===== config.mk =====
export PLATFORM = sky130hd
export DESIGN_NAME = riscv_dift_policy_csr
export DESIGN_NICKNAME = d
export VERILOG_FILES = /design/src/rtl/riscv_dift_policy_csr.sv
export SDC_FILE = /design/constraint.sdc
export NUM_CORES = 1
export LEC_CHECK = 0
export CAP_MARGIN = 20
export CELL_PAD_IN_SITES_DETAIL_PLACEMENT = 2
export CELL_PAD_IN_SITES_GLOBAL_PLACEMENT = 2
export CORE_ASPECT_RATIO = 0.7
export CORE_MARGIN = 5
export CORE_UTILIZATION = 31
export CTS_BUF_LIST = sky130_fd_sc_hd__clkbuf_16
export CTS_CLUSTER_DIAMETER = 50
export DETAILED_ROUTE_END_ITERATION = 8
export GPL_TIMING_DRIVEN = 0
export PLACE_DENSITY_LB_ADDON = 0.1
export SYNTH_ARGS = -nofsm -noshare
export SYNTH_HDL_FRONTEND = slang
export SYNTH_SLANG_ARGS = --single-unit

===== constraint.sdc =====
create_clock -name clk -period 3.33 [get_ports clk]
set_clock_uncertainty 0.05 [all_clocks]
set_input_delay 0.666 -clock clk [delete_from_list [all_inputs] [get_ports clk]]
set_output_delay 0.666 -clock clk [all_outputs]
set_load 0.03 [all_outputs]

===== src/rtl/riscv_dift_policy_csr.sv =====
// DIFT policy CSR block: shadowed TPR/TCR with atomic commit on pipeline idle, plus TVPC/TVS violation capture.
// Optional feature macro: DIFT_POLICY_LOCK_EN (TCR[31] lock bit freezes TPR/TCR until reset).
module riscv_dift_policy_csr #(
    parameter logic [11:0] CSR_BASE  = 12'h7D0,
    parameter logic [31:0] TPR_RESET = 32'h0000_0000,
    parameter logic [31:0] TCR_RESET = 32'h0000_0000
) (
    input  logic        clk,
    input  logic        rst_n,
    input  logic        csr_access_i,
    input  logic [11:0] csr_addr_i,
    input  logic [1:0]  csr_op_i,
    input  logic [31:0] csr_wdata_i,
    output logic [31:0] csr_rdata_o,
    output logic        csr_hit_o,
    input  logic        pipe_idle_i,
    output logic        commit_pending_o,
    output logic [31:0] tpr_o,
    output logic [31:0] tcr_o,
    input  logic        tag_violation_i,
    input  logic [31:0] violation_pc_i,
    input  logic [4:0]  violation_cls_i,
    output logic        tag_exc_o
);
    localparam logic [1:0] CSR_OP_NONE  = 2'd0;
    localparam logic [1:0] CSR_OP_WRITE = 2'd1;
    localparam logic [1:0] CSR_OP_SET   = 2'd2;
    localparam logic [1:0] CSR_OP_CLEAR = 2'd3;

    localparam logic [11:0] ADDR_TPR  = CSR_BASE;
    localparam logic [11:0] ADDR_TCR  = CSR_BASE + 12'd1;
    localparam logic [11:0] ADDR_TVPC = CSR_BASE + 12'd2;
    localparam logic [11:0] ADDR_TVS  = CSR_BASE + 12'd3;

    localparam logic [31:0] TPR_MASK = 32'h0003_BFFF;
`ifdef DIFT_POLICY_LOCK_EN
    localparam logic [31:0] TCR_MASK = 32'h80FF_FFFF;
`else
    localparam logic [31:0] TCR_MASK = 32'h00FF_FFFF;
`endif

    typedef enum logic {IDLE, PEND} state_t;

    state_t      state_reg, state_next;
    logic [31:0] tpr_shadow_reg, tpr_shadow_next;
    logic [31:0] tcr_shadow_reg, tcr_shadow_next;
    logic [31:0] tpr_active_reg, tcr_active_reg;
    logic [31:0] tvpc_reg, tvpc_next;
    logic        tvs_valid_reg, tvs_valid_next;
    logic        tvs_ovf_reg, tvs_ovf_next;
    logic [4:0]  tvs_cls_reg, tvs_cls_next;
    logic        tag_exc_reg;

    logic        is_tpr, is_tcr, is_tvpc, is_tvs;
    logic        csr_write, locked;
    logic        wr_tpr, wr_tcr, wr_tvs;
    logic        commit;
    logic [31:0] tvs_read;

    function automatic logic [31:0] csr_update(input logic [31:0] q, input logic [31:0] w,
                                               input logic [1:0] op);
        case (op)
            CSR_OP_WRITE: csr_update = w;
            CSR_OP_SET:   csr_update = q | w;
            CSR_OP_CLEAR: csr_update = q & ~w;
            default:      csr_update = q;
        endcase
    endfunction

    assign is_tpr  = (csr_addr_i == ADDR_TPR);
    assign is_tcr  = (csr_addr_i == ADDR_TCR);
    assign is_tvpc = (csr_addr_i == ADDR_TVPC);
    assign is_tvs  = (csr_addr_i == ADDR_TVS);

    assign csr_hit_o = csr_access_i & (is_tpr | is_tcr | is_tvpc | is_tvs);
    assign csr_write = csr_hit_o & (csr_op_i != CSR_OP_NONE);

`ifdef DIFT_POLICY_LOCK_EN
    assign locked = tcr_active_reg[31];
`else
    assign locked = 1'b0;
`endif

    assign wr_tpr = csr_write & is_tpr & ~locked;
    assign wr_tcr = csr_write & is_tcr & ~locked;
    assign wr_tvs = csr_write & is_tvs;

    // The class field is only meaningful while a capture is valid, so it reads as zero otherwise.
    assign tvs_read = {25'd0, tvs_cls_reg & {5{tvs_valid_reg}}, tvs_ovf_reg, tvs_valid_reg};

    always_comb begin
        csr_rdata_o = 32'd0;
        if (is_tpr)       csr_rdata_o = tpr_shadow_reg;
        else if (is_tcr)  csr_rdata_o = tcr_shadow_reg;
        else if (is_tvpc) csr_rdata_o = tvpc_reg;
        else if (is_tvs)  csr_rdata_o = tvs_read;
    end

    always_comb begin
        tpr_shadow_next = tpr_shadow_reg;
        tcr_shadow_next = tcr_shadow_reg;
        if (wr_tpr) tpr_shadow_next = csr_update(tpr_shadow_reg, csr_wdata_i, csr_op_i) & TPR_MASK;
        if (wr_tcr) tcr_shadow_next = csr_update(tcr_shadow_reg, csr_wdata_i, csr_op_i) & TCR_MASK;
    end

    // A write seen in IDLE always spends at least one cycle in PEND before committing.
    always_comb begin
        state_next = state_reg;
        commit     = 1'b0;
        case (state_reg)
            IDLE: if (wr_tpr | wr_tcr) state_next = PEND;
            PEND: if (pipe_idle_i) begin
                commit     = 1'b1;
                state_next = IDLE;
            end
            default: state_next = IDLE;
        endcase
    end

    // A violation always takes priority over a same-cycle software write to TVS.
    always_comb begin
        tvpc_next      = tvpc_reg;
        tvs_valid_next = tvs_valid_reg;
        tvs_ovf_next   = tvs_ovf_reg;
        tvs_cls_next   = tvs_cls_reg;
        if (tag_violation_i) begin
            if (!tvs_valid_reg) begin
                tvpc_next      = violation_pc_i;
                tvs_cls_next   = violation_cls_i;
                tvs_valid_next = 1'b1;
                tvs_ovf_next   = 1'b0;
            end else begin
                tvs_ovf_next = 1'b1;
            end
        end else if (wr_tvs) begin
            {tvs_ovf_next, tvs_valid_next} = 2'(csr_update(tvs_read, csr_wdata_i, csr_op_i));
        end
    end

    always_ff @(posedge clk or negedge rst_n) begin
        if (!rst_n) begin
            state_reg      <= IDLE;
            tpr_shadow_reg <= TPR_RESET;
            tcr_shadow_reg <= TCR_RESET;
            tpr_active_reg <= TPR_RESET;
            tcr_active_reg <= TCR_RESET;
            tvpc_reg       <= 32'd0;
            tvs_valid_reg  <= 1'b0;
            tvs_ovf_reg    <= 1'b0;
            tvs_cls_reg    <= 5'd0;
            tag_exc_reg    <= 1'b0;
        end else begin
            state_reg      <= state_next;
            tpr_shadow_reg <= tpr_shadow_next;
            tcr_shadow_reg <= tcr_shadow_next;
            if (commit) begin
                tpr_active_reg <= tpr_shadow_next;
                tcr_active_reg <= tcr_shadow_next;
            end
            tvpc_reg      <= tvpc_next;
            tvs_valid_reg <= tvs_valid_next;
            tvs_ovf_reg   <= tvs_ovf_next;
            tvs_cls_reg   <= tvs_cls_next;
            tag_exc_reg   <= tag_violation_i & ~tvs_valid_reg;
        end
    end

    assign commit_pending_o = (state_reg == PEND);
    assign tpr_o            = tpr_active_reg;
    assign tcr_o            = tcr_active_reg;
    assign tag_exc_o        = tag_exc_reg;
endmodule


# After elaboration in Yosys (flattened, before gate mapping)
# Cells that the tools add are included.
[word_totals]
regBits = 169
in_bits = 88
output_inout_bits = 99
word_cells = 61
[classes]
eq_ne = 7
mux = 19
n_bitwise = 20
reduce_logical = 5
[ops]
columns = ["op", "count"]
rows = [
  ["$mux 32", 5],
  ["$pmux 24 s3", 1],
  ["$pmux 18 s3", 1],
  ["$eq 12x11->1 const B", 4],
  ["$and 24x24->24", 1],
  ["$not 24->24", 1],
  ["$or 24x24->24", 1],
  ["$and 18x18->18", 1],
  ["$or 18x18->18", 1],
  ["$mux 1", 9],
  ["$mux 7", 1],
  ["$and 1x1->1", 6],
  ["$pmux 2 s3", 1],
  ["$and 5x5->5", 1],
  ["$eq 2x2->1 const B", 2],
  ["$or 1x1->1", 4],
  ["$reduce_and 2->1", 2],
  ["$reduce_bool 2->1", 2],
  ["$reduce_bool 4->1", 1],
  ["$and 2x2->2", 1],
  ["$eq 2x1->1 const B", 1],
  ["$not 1->1", 2],
  ["$or 2x2->2", 1],
  ["$pmux 1 s2", 1],
]

# Logic depth before layout (Yosys ltp)
# Gate-level depths: netlist of run 1.
[depth]
ltp_word = 10
depth_mapped = 9
depth_no_buf = 6

# Worst setup path after synthesis of run 1
# Ideal clock, no wire load.
[synth_timing]
kind = "input to output"
from = "in csr_addr_i[11]"
to = "out csr_rdata_o[3]"
arrival_ns = 2.525
required_time_ns = 2.614
path_slack_ns = 0.089
path_stages = 4
n_path_buf = 1
path_cell_list = "and4b_1 -> clkbuf_1 -> nand3_1 -> o41ai_1"
[synth_via]
elab_chain_cells = 5
elab_cells_between_ends = 8
classes_between = "4 x eq/ne; 4 x mux"
[synth_lines]
columns = ["element", "line_no", "rtl"]
rows = [
  ["from (decl)", "11", "input logic [11:0] csr_addr_i,"],
  ["$eq 12x11->1", "73", "assign is_tvs = (csr_addr_i == ADDR_TVS);"],
  ["$mux 7", "96", "else if (is_tvs) csr_rdata_o = tvs_read;"],
  ["$mux 32", "95", "else if (is_tvpc) csr_rdata_o = tvpc_reg;"],
  ["$mux 32", "94", "else if (is_tcr) csr_rdata_o = tcr_shadow_reg;"],
  ["$mux 32 (*)", "93", "if (is_tpr) csr_rdata_o = tpr_shadow_reg;"],
  ["to (decl)", "14", "output logic [31:0] csr_rdata_o,"],
]
# Mark *: on every way between the ends. The rest lies on a longest branch, timed or not.

# Final worst setup path of run 1
[layout_timing]
from = "in csr_addr_i[0]"
to = "out csr_rdata_o[8]"
[layout_via]
elab_chain_cells = 4
elab_cells_between_ends = 6
classes_between = "3 x eq/ne; 3 x mux"
[layout_lines]
columns = ["element", "line_no", "rtl"]
rows = [
  ["$eq 12x11->1", "72", "assign is_tvpc = (csr_addr_i == ADDR_TVPC);"],
  ["$mux 32", "95", ""],
  ["$mux 32", "94", ""],
  ["$mux 32 (*)", "93", ""],
]
# Marked as above.

==> summary.txt, run 1 <==
Logic synthesis
  – Unique cell type count in the Yosys netlist: 43
  – Async set or reset register ratio after synthesis: 100%
  – Yosys reg bits: 169
  – Compound-Gate Fraction of Synth Area: 14.5%
  – Multiplexer share of the synthesized area: 9.94%
  – Largest family of logic cells by synthesized area: simple AND/OR/NAND/NOR gates
  – Xor-xnor portion of the synthesized cell area: 0%
  – Synth warn: 0
  – Post-Synth Simple-Gate Area: 17.0%
  – Sequential area share after synthesis: 54.3%
  – Mapped Avg Cell Area: 10.7 um2
  – Cells after Synth: 727
  – Adder-Cell Fraction of Synth Area: 0.804%
  – Synth Flop Type: dfrtp_1
  – Synth Net Count: 820
  – Post-synth EDFFs: 0
  – Post-Synthesis Cell Area: 7780 um2

Cells and area
  – Multi-input logic area: 3350 um2
  – Nets: 1026
  – Final std cells w/o fill: 1271
  – Layout fillers: 2537
  – Sequential cell area: 4230 um2
  – Area growth, synth to finish: 38.1%
  – Finished Core Util: 43.5%
  – Diodes inserted: 0
  – Ratio of cells with drive above 1 in the final layout: 18.6%

STA
  – Setup TNS: 0 ns
  – Fmax: 0.305 GHz
  – Period utilisation layout: 98.5%
  – Rel. slew slack: 32.9%
  – Hold_ws: 0.0699 ns
  – Slew Limit Fails: 0
  – Final hold vios: 0
  – Final min period: 3.28 ns
  – Final setup fails: 0
  – Slew at the pin closest to its max-slew limit: 1.01 ns

Setup path
  – Cell Chain, Critical Path: dlygate4sd2_1, or4b_4, buf_8, nor3_4, buf_6, buf_6, a222oi_1, inv_1, clkdlybuf4s15_2
  – Startpoint Class: primary input
  – WP depth: 9
  – CP top delay family: buffers and inverters
  – Setup Crit Path Kind: primary input to output port
  – Max stage delay on crit path: 0.50 ns
  – Reg2Reg Depth: 4
  – Worst EP arrival: 2.56 ns
  – Crit path buffers/inverters: 6
  – Slowest cell on the critical path: or4b_4
  – CP endpoint kind: output port
  – Cell mode on critical path: buf_6
  – Critical path peak fanout: 7
  – Worst EP required: 2.61 ns

Global route
  – Initial antenna violation count: 2
  – All-layer global routing usage: 23.0%
  – GRT overflow: 0
  – Largest net degree at the start of global routing: 119
  – Global-route wire length before repair: 48900 um
  – Number of global-route vias before repair: 7817

Place
  – IO buf count: 178
  – GP Congestion: 0.795
  – Inst Count DP: 1231
  – DPL Wire Length: 23100 um

CTS
  – CTS max path bufs: 2
  – Worst-path clk slew: 0.07 ns
  – Num CTS Buffers: 17
  – Clock root buffer: clkbuf_16
  – H-tree depth: 4
  – CTS tree: built
  – # clock sinks: 169
  – Clock latency on the worst-skew pair: 0.45 ns

Drt
  – WL/cell: 25.4 um
  – Post-route ant nets: 0
  – Total vias in the final route: 6848
  – Drt pass-1 iters: 6
  – Via density: 5.39
  – Post-Route WL: 32300 um
  – Remaining DRCs: 0
  – Initial DRC Count: 346

Floorplan
  – Die Footprint: 28400 um2
  – DIE HEIGHT: 143 um
  – I/O pins: 187
  – Core Area: 24700 um2
  – Initial Util: 31.5%
  – Placement Rows: 48
  – Die W: 199 um

Flow run
  – Max_cap viols: 0

Power and ir drop
  – Maximum VDD drop: 361 uV
  – Total power: 4.57 mW
  – Static leakage: 4.89 nW
  – Power per cell area: 426 nW/um2

Min path
  – Worst Hold Class: primary input to async pin

Outcome
  – Status: finished clean
[per-layer routing]
metal | vias up | global-route usage, % | share of wire (%)
li1 | 3032 | - | -
met1 | 3596 | 30.9 | 46
met2 | 177 | 37.3 | 47
met3 | 39 | 5.56 | 5.1
met4 | 4 | 6.43 | 1.7
met5 | - | 0 | 0.096
[Yosys cell counts (3+ instances only)]
cell	number	area share, %
nor2b_1	37	3.0
and2_4	8	0.90
buf_1	6	0.29
a31oi_1	8	0.64
nor2_1	41	2.0
and4_1	6	0.68
a21oi_1	53	3.4
a41oi_1	17	1.9
mux2_4	8	1.5
a211oi_1	17	1.6
ha_1	5	0.80
o41ai_1	4	0.45
nand3_1	9	0.58
and2_1	18	1.4
a22oi_1	14	1.4
a222oi_1	11	1.4
nand4_1	3	0.24
nand2_1	96	4.6
buf_2	4	0.26
clkbuf_1	45	2.2
o31ai_1	18	1.7
nor4b_1	17	1.9
mux2_2	54	7.8
inv_1	15	0.72
o21ai_0	23	1.5
dfrtp_1	169	54
[where the power goes]
group          switching (mW)  internal [mW]  total, mW
sequential             0.0398           2.12       2.16
combinational           0.206          0.184      0.390
clock                   0.920           1.11       2.03
total                    1.17           3.41       4.57
[through the flow]
stage | worst slack, ns | area [um2]
2_1_floorplan | 0.0887 | 7780
3_3_place_gp | -5.52 | 9970
3_5_place_dp | -1.61 | 10000
4_1_cts | -0.100 | 10700
5_1_grt | -0.0112 | 10700
6_report | 0.0491 | 10700
[layout make-up]
cell class	count	area share, %
flip-flops and latches	169	39.4
inverters	15	0.524
repair buffers	190	17.0
clock buffers	17	3.96
multi-input cells	488	31.2
clock inverters	15	1.40
well taps	325	3.78
plain buffers	52	2.84
[layout by cell type (no fill, tap or decap), types with 10 or more instances in the layout]
cell | synthesis | layout
clkdlybuf4s50_1 | 0 | 133
o21ai_0 | 23 | 23
nor2b_1 | 37 | 37
a211oi_1 | 17 | 17
buf_2 | 4 | 19
nor4b_1 | 17 | 17
clkbuf_16 | 0 | 18
a22oi_1 | 14 | 14
a222oi_1 | 11 | 11
buf_4 | 0 | 10
mux2_2 | 54 | 54
inv_1 | 15 | 17
nand2_1 | 96 | 96
a21oi_1 | 53 | 53
a41oi_1 | 17 | 17
dfrtp_1 | 169 | 169
and2_1 | 18 | 18
clkbuf_1 | 45 | 31
o31ai_1 | 18 | 18
nor2_1 | 41 | 41
[timing repair]
| item | in CTS | in global routing |
|---|---|---|
| gates cloned | 3 | 0 |
| gates resized for setup | 196 | 33 |
| hold buffers | 0 | 0 |
| pin swaps | 3 | 4 |
| buffers inserted | 7 | 1 |
| setup endpoints to repair | 33 | 74 |
[path summary, 6_finish.rpt]
check,from,endpoint,slack (ns)
worst max-delay path,csr_addr_i[0],csr_rdata_o[8],0.05
worst min-delay path,rst_n,tcr_o[9],0.07
worst max register to register,tvs_valid_reg,tvpc_reg[21],0.82
worst min register to register,tcr_o[5],tcr_o[5],0.43
max in group asynchronous,rst_n,tcr_o[21],2.22
min in group clk,tcr_o[5],tcr_o[5],0.43
[worst register-to-register path, delay by kind of cell (launching register included)]
family | cells | cell delay (ns)
AND/OR/NAND/NOR | 1 | 0.22
flip-flops | 1 | 0.47
buffers and inverters | 2 | 1.23
multiplexers | 1 | 0.43
[logic make-up (layout without fill, tap and decap cells)]
family                     Yosys count  in the layout
buffers and inverters               70            289
and+or+nand+nor                    250            250
DFF                                169            169
muxes                               64             64
AOI/OAI and AO/OA                  169            169
adders and majority gates            5              5
(Power assumes the default switching activity.)
==> run 2: changes to the inputs <==
Settings changed: GPL_ROUTABILITY_DRIVEN from default to 0.
==> results of run 2 <==
Same layout as run 1: the final DEF is identical, and so are final timing and power.
==> run 3: changes to the inputs <==
Settings changed: SKIP_CTS_REPAIR_TIMING from default to 1.
==> run 3 against run 2 <==
Effect of this change: the run now ends with negative setup slack left; largest cell class unchanged; register-to-register slack better by 0.03 ns; critical path type unchanged; clock power about the same; highest routed layer unchanged; via count up 0.42%; non-clock buffer count up 10; sequential share of layout area down 0.29 points; hold slack better by 0.0013 ns.
==> summary.txt, run 3 (synthesis results as in run 1) <==
Outcome
  – Status: complete, but fails checks
  – Violated checks: negative setup slack

Global route
  – Initial antenna violation count: 2 (unchanged)
  – All-layer global routing usage: 22.5% (-0.44 points)
  – GRT overflow: 0 (unchanged)
  – Global-route wire length before repair: 48100 um (-1.7%)
  – Largest net degree at the start of global routing: 119 (unchanged)
  – Number of global-route vias before repair: 7706 (-1.4%)

Setup path
  – Setup Crit Path Kind: primary input to output port
  – Worst EP arrival: 2.63 ns (+0.07 ns)
  – CP endpoint kind: output port
  – Worst EP required: 2.61 ns (about the same)
  – RR Endpoint: tvpc_reg[14]
  – Startpoint Class: primary input
  – Crit Reg-Reg Startpoint: tvs_valid_reg
  – FF-to-FF setup slack: 0.85 ns (+0.03 ns)
  – Critical path peak fanout: 7 (unchanged)
  – Reg2Reg Depth: 4 (unchanged)

Flow run
  – Max_cap viols: 0 (unchanged)

Power and ir drop
  – Power per cell area: 423 nW/um2 (-0.73%)
  – Maximum VDD drop: 360 uV (-0.25%)
  – Static leakage: 5.05 nW (+3.2%)
  – Total power: 4.57 mW (about the same)

STA
  – Final setup fails: 2 (+2)
  – Slew Limit Fails: 0 (unchanged)
  – Final min period: 3.35 ns (+0.0654 ns)
  – Rel. slew slack: 35.8% (+2.9 points)
  – Worst setup margin: -0.0163 ns (-0.0654 ns)
  – Final hold vios: 0 (unchanged)
  – Fmax: 0.299 GHz (-2.0%)
  – Setup TNS: -0.0232 ns (-0.0232 ns)
  – RSZ-0062 raised after global routing: yes
  – Period utilisation layout: 100% (+2.0 points)
  – Slew at the pin closest to its max-slew limit: 0.963 ns (-0.0433 ns)

Cells and area
  – Commonest non-fill, non-tap cell in the layout: dfrtp_1
  – Layout fillers: 2533 (-0.16%)
  – Area growth, synth to finish: 39.1%
  – Sequential cell area: 4230 um2 (unchanged)
  – Nets: 1036 (+0.97%)
  – Most frequent cells in the layout: dfrtp_1, clkdlybuf4s50_1, nand2_1, mux2_2, a21oi_1
  – Ratio of cells with drive above 1 in the final layout: 18.9% (+0.33 points)
  – Final std cells w/o fill: 1282 (+0.87%)
  – Multi-input logic area: 3330 um2 (-0.60%)

Floorplan
  – Die Footprint: 28400 um2 (unchanged)
  – Initial Util: 31.5% (unchanged)
  – DIE HEIGHT: 143 um (unchanged)
  – Core Area: 24700 um2 (unchanged)
  – Die W: 199 um (unchanged)
  – I/O pins: 187 (unchanged)
  – Placement Rows: 48 (unchanged)

CTS
  – Worst-path clk slew: 0.07 ns (about the same)
  – # clock sinks: 169 (unchanged)
  – Clock root buffer: clkbuf_16
  – Num CTS Buffers: 17 (unchanged)
  – H-tree depth: 4 (unchanged)
  – Clock latency on the worst-skew pair: 0.45 ns (about the same)
  – CTS tree: built
  – CTS max path bufs: 2 (unchanged)

Drt
  – Met3 wire length: 1730 um (+4.6%)
  – Post-Route WL: 32500 um (+0.67%)
  – Met2 routed WL: 15400 um (+0.72%)
  – Total vias in the final route: 6877 (+0.42%)
  – WL/cell: 25.4 um (-0.20%)
  – Drt pass-1 iters: 7 (+1)
  – Max layer used: met5
  – Post-route ant nets: 0 (unchanged)
  – DRT met1 WL: 14900 um (+1.0%)
  – Remaining DRCs: 0 (unchanged)
  – Initial DRC Count: 321 (-7.2%)
  – Via density: 5.36 (-0.44%)

Place
  – IO buf count: 178 (unchanged)
  – Inst Count DP: 1231 (unchanged)
  – DPL Wire Length: 23100 um (unchanged)

Min path
  – Worst Hold Class: primary input to async pin
-- run 3: through the flow --
stage | util [%] | instance area [um2] | setup slack, ns | hold WS, ns
6_report | 43.9 | 10800 | -0.0163 | 0.0712
4_1_cts | 42.9 | 10600 | -1.64 | 0.0726
2_1_floorplan | - | 7780 | 0.0887 | 0.320
3_5_place_dp | 40.5 | 10000 | -1.61 | 0.429
5_1_grt | 43.8 | 10800 | -0.0873 | 0.0905
3_3_place_gp | 40.4 | 9970 | -5.52 | 0.421
-- run 3: worst max-delay path: stages --
cell and delay (ns):
dlymetal6s2s_1 0.18, or4b_4 0.56, buf_6 0.17, nor3_4 0.28, buf_4 0.18, buf_6 0.09
buf_6 0.14, a222oi_1 0.13, inv_1 0.10, buf_6 0.13
-- run 3: report_power, final --
group	switching (mW)	leakage (nW)	internal, mW
clock network	0.917	0.287	1.11
registers	0.0401	2.28	2.12
logic	0.207	2.48	0.187
-- run 3: worst max-delay path by stage --
stage,from,to,slack (ns),cells after the start
after floorplan,csr_addr_i[11],csr_rdata_o[3],0.09,4
after global placement,rst_n,tvpc_reg[20],-5.52,1
after detailed placement,csr_addr_i[2],csr_rdata_o[13],-1.61,8
after CTS,csr_addr_i[2],csr_rdata_o[13],-1.64,8
after global routing,csr_addr_i[3],csr_rdata_o[28],-0.09,10
final,csr_addr_i[3],csr_rdata_o[28],-0.02,10
-- run 3: routing by layer --
| layer | vias to the layer above | GRT usage, % |
|---|---|---|
| met4 | 4 | 5.89 |
| met5 | - | 0 |
| met1 | 3603 | 30.6 |
| met2 | 183 | 36.7 |
| met3 | 29 | 5.21 |
| li1 | 3058 | - |
-- run 3: layout make-up --
cell class / instances / share of cell area (%)
Timing Repair Buffer: 198 / 17.7
Antenna cell: 1 / 0.0231
Inverter: 15 / 0.520
Tap cell: 325 / 3.76
Sequential cell: 169 / 39.1
Buffer: 54 / 2.81
Multi-Input combinational cell: 488 / 30.8
Clock buffer: 17 / 3.93
Clock inverter: 15 / 1.39
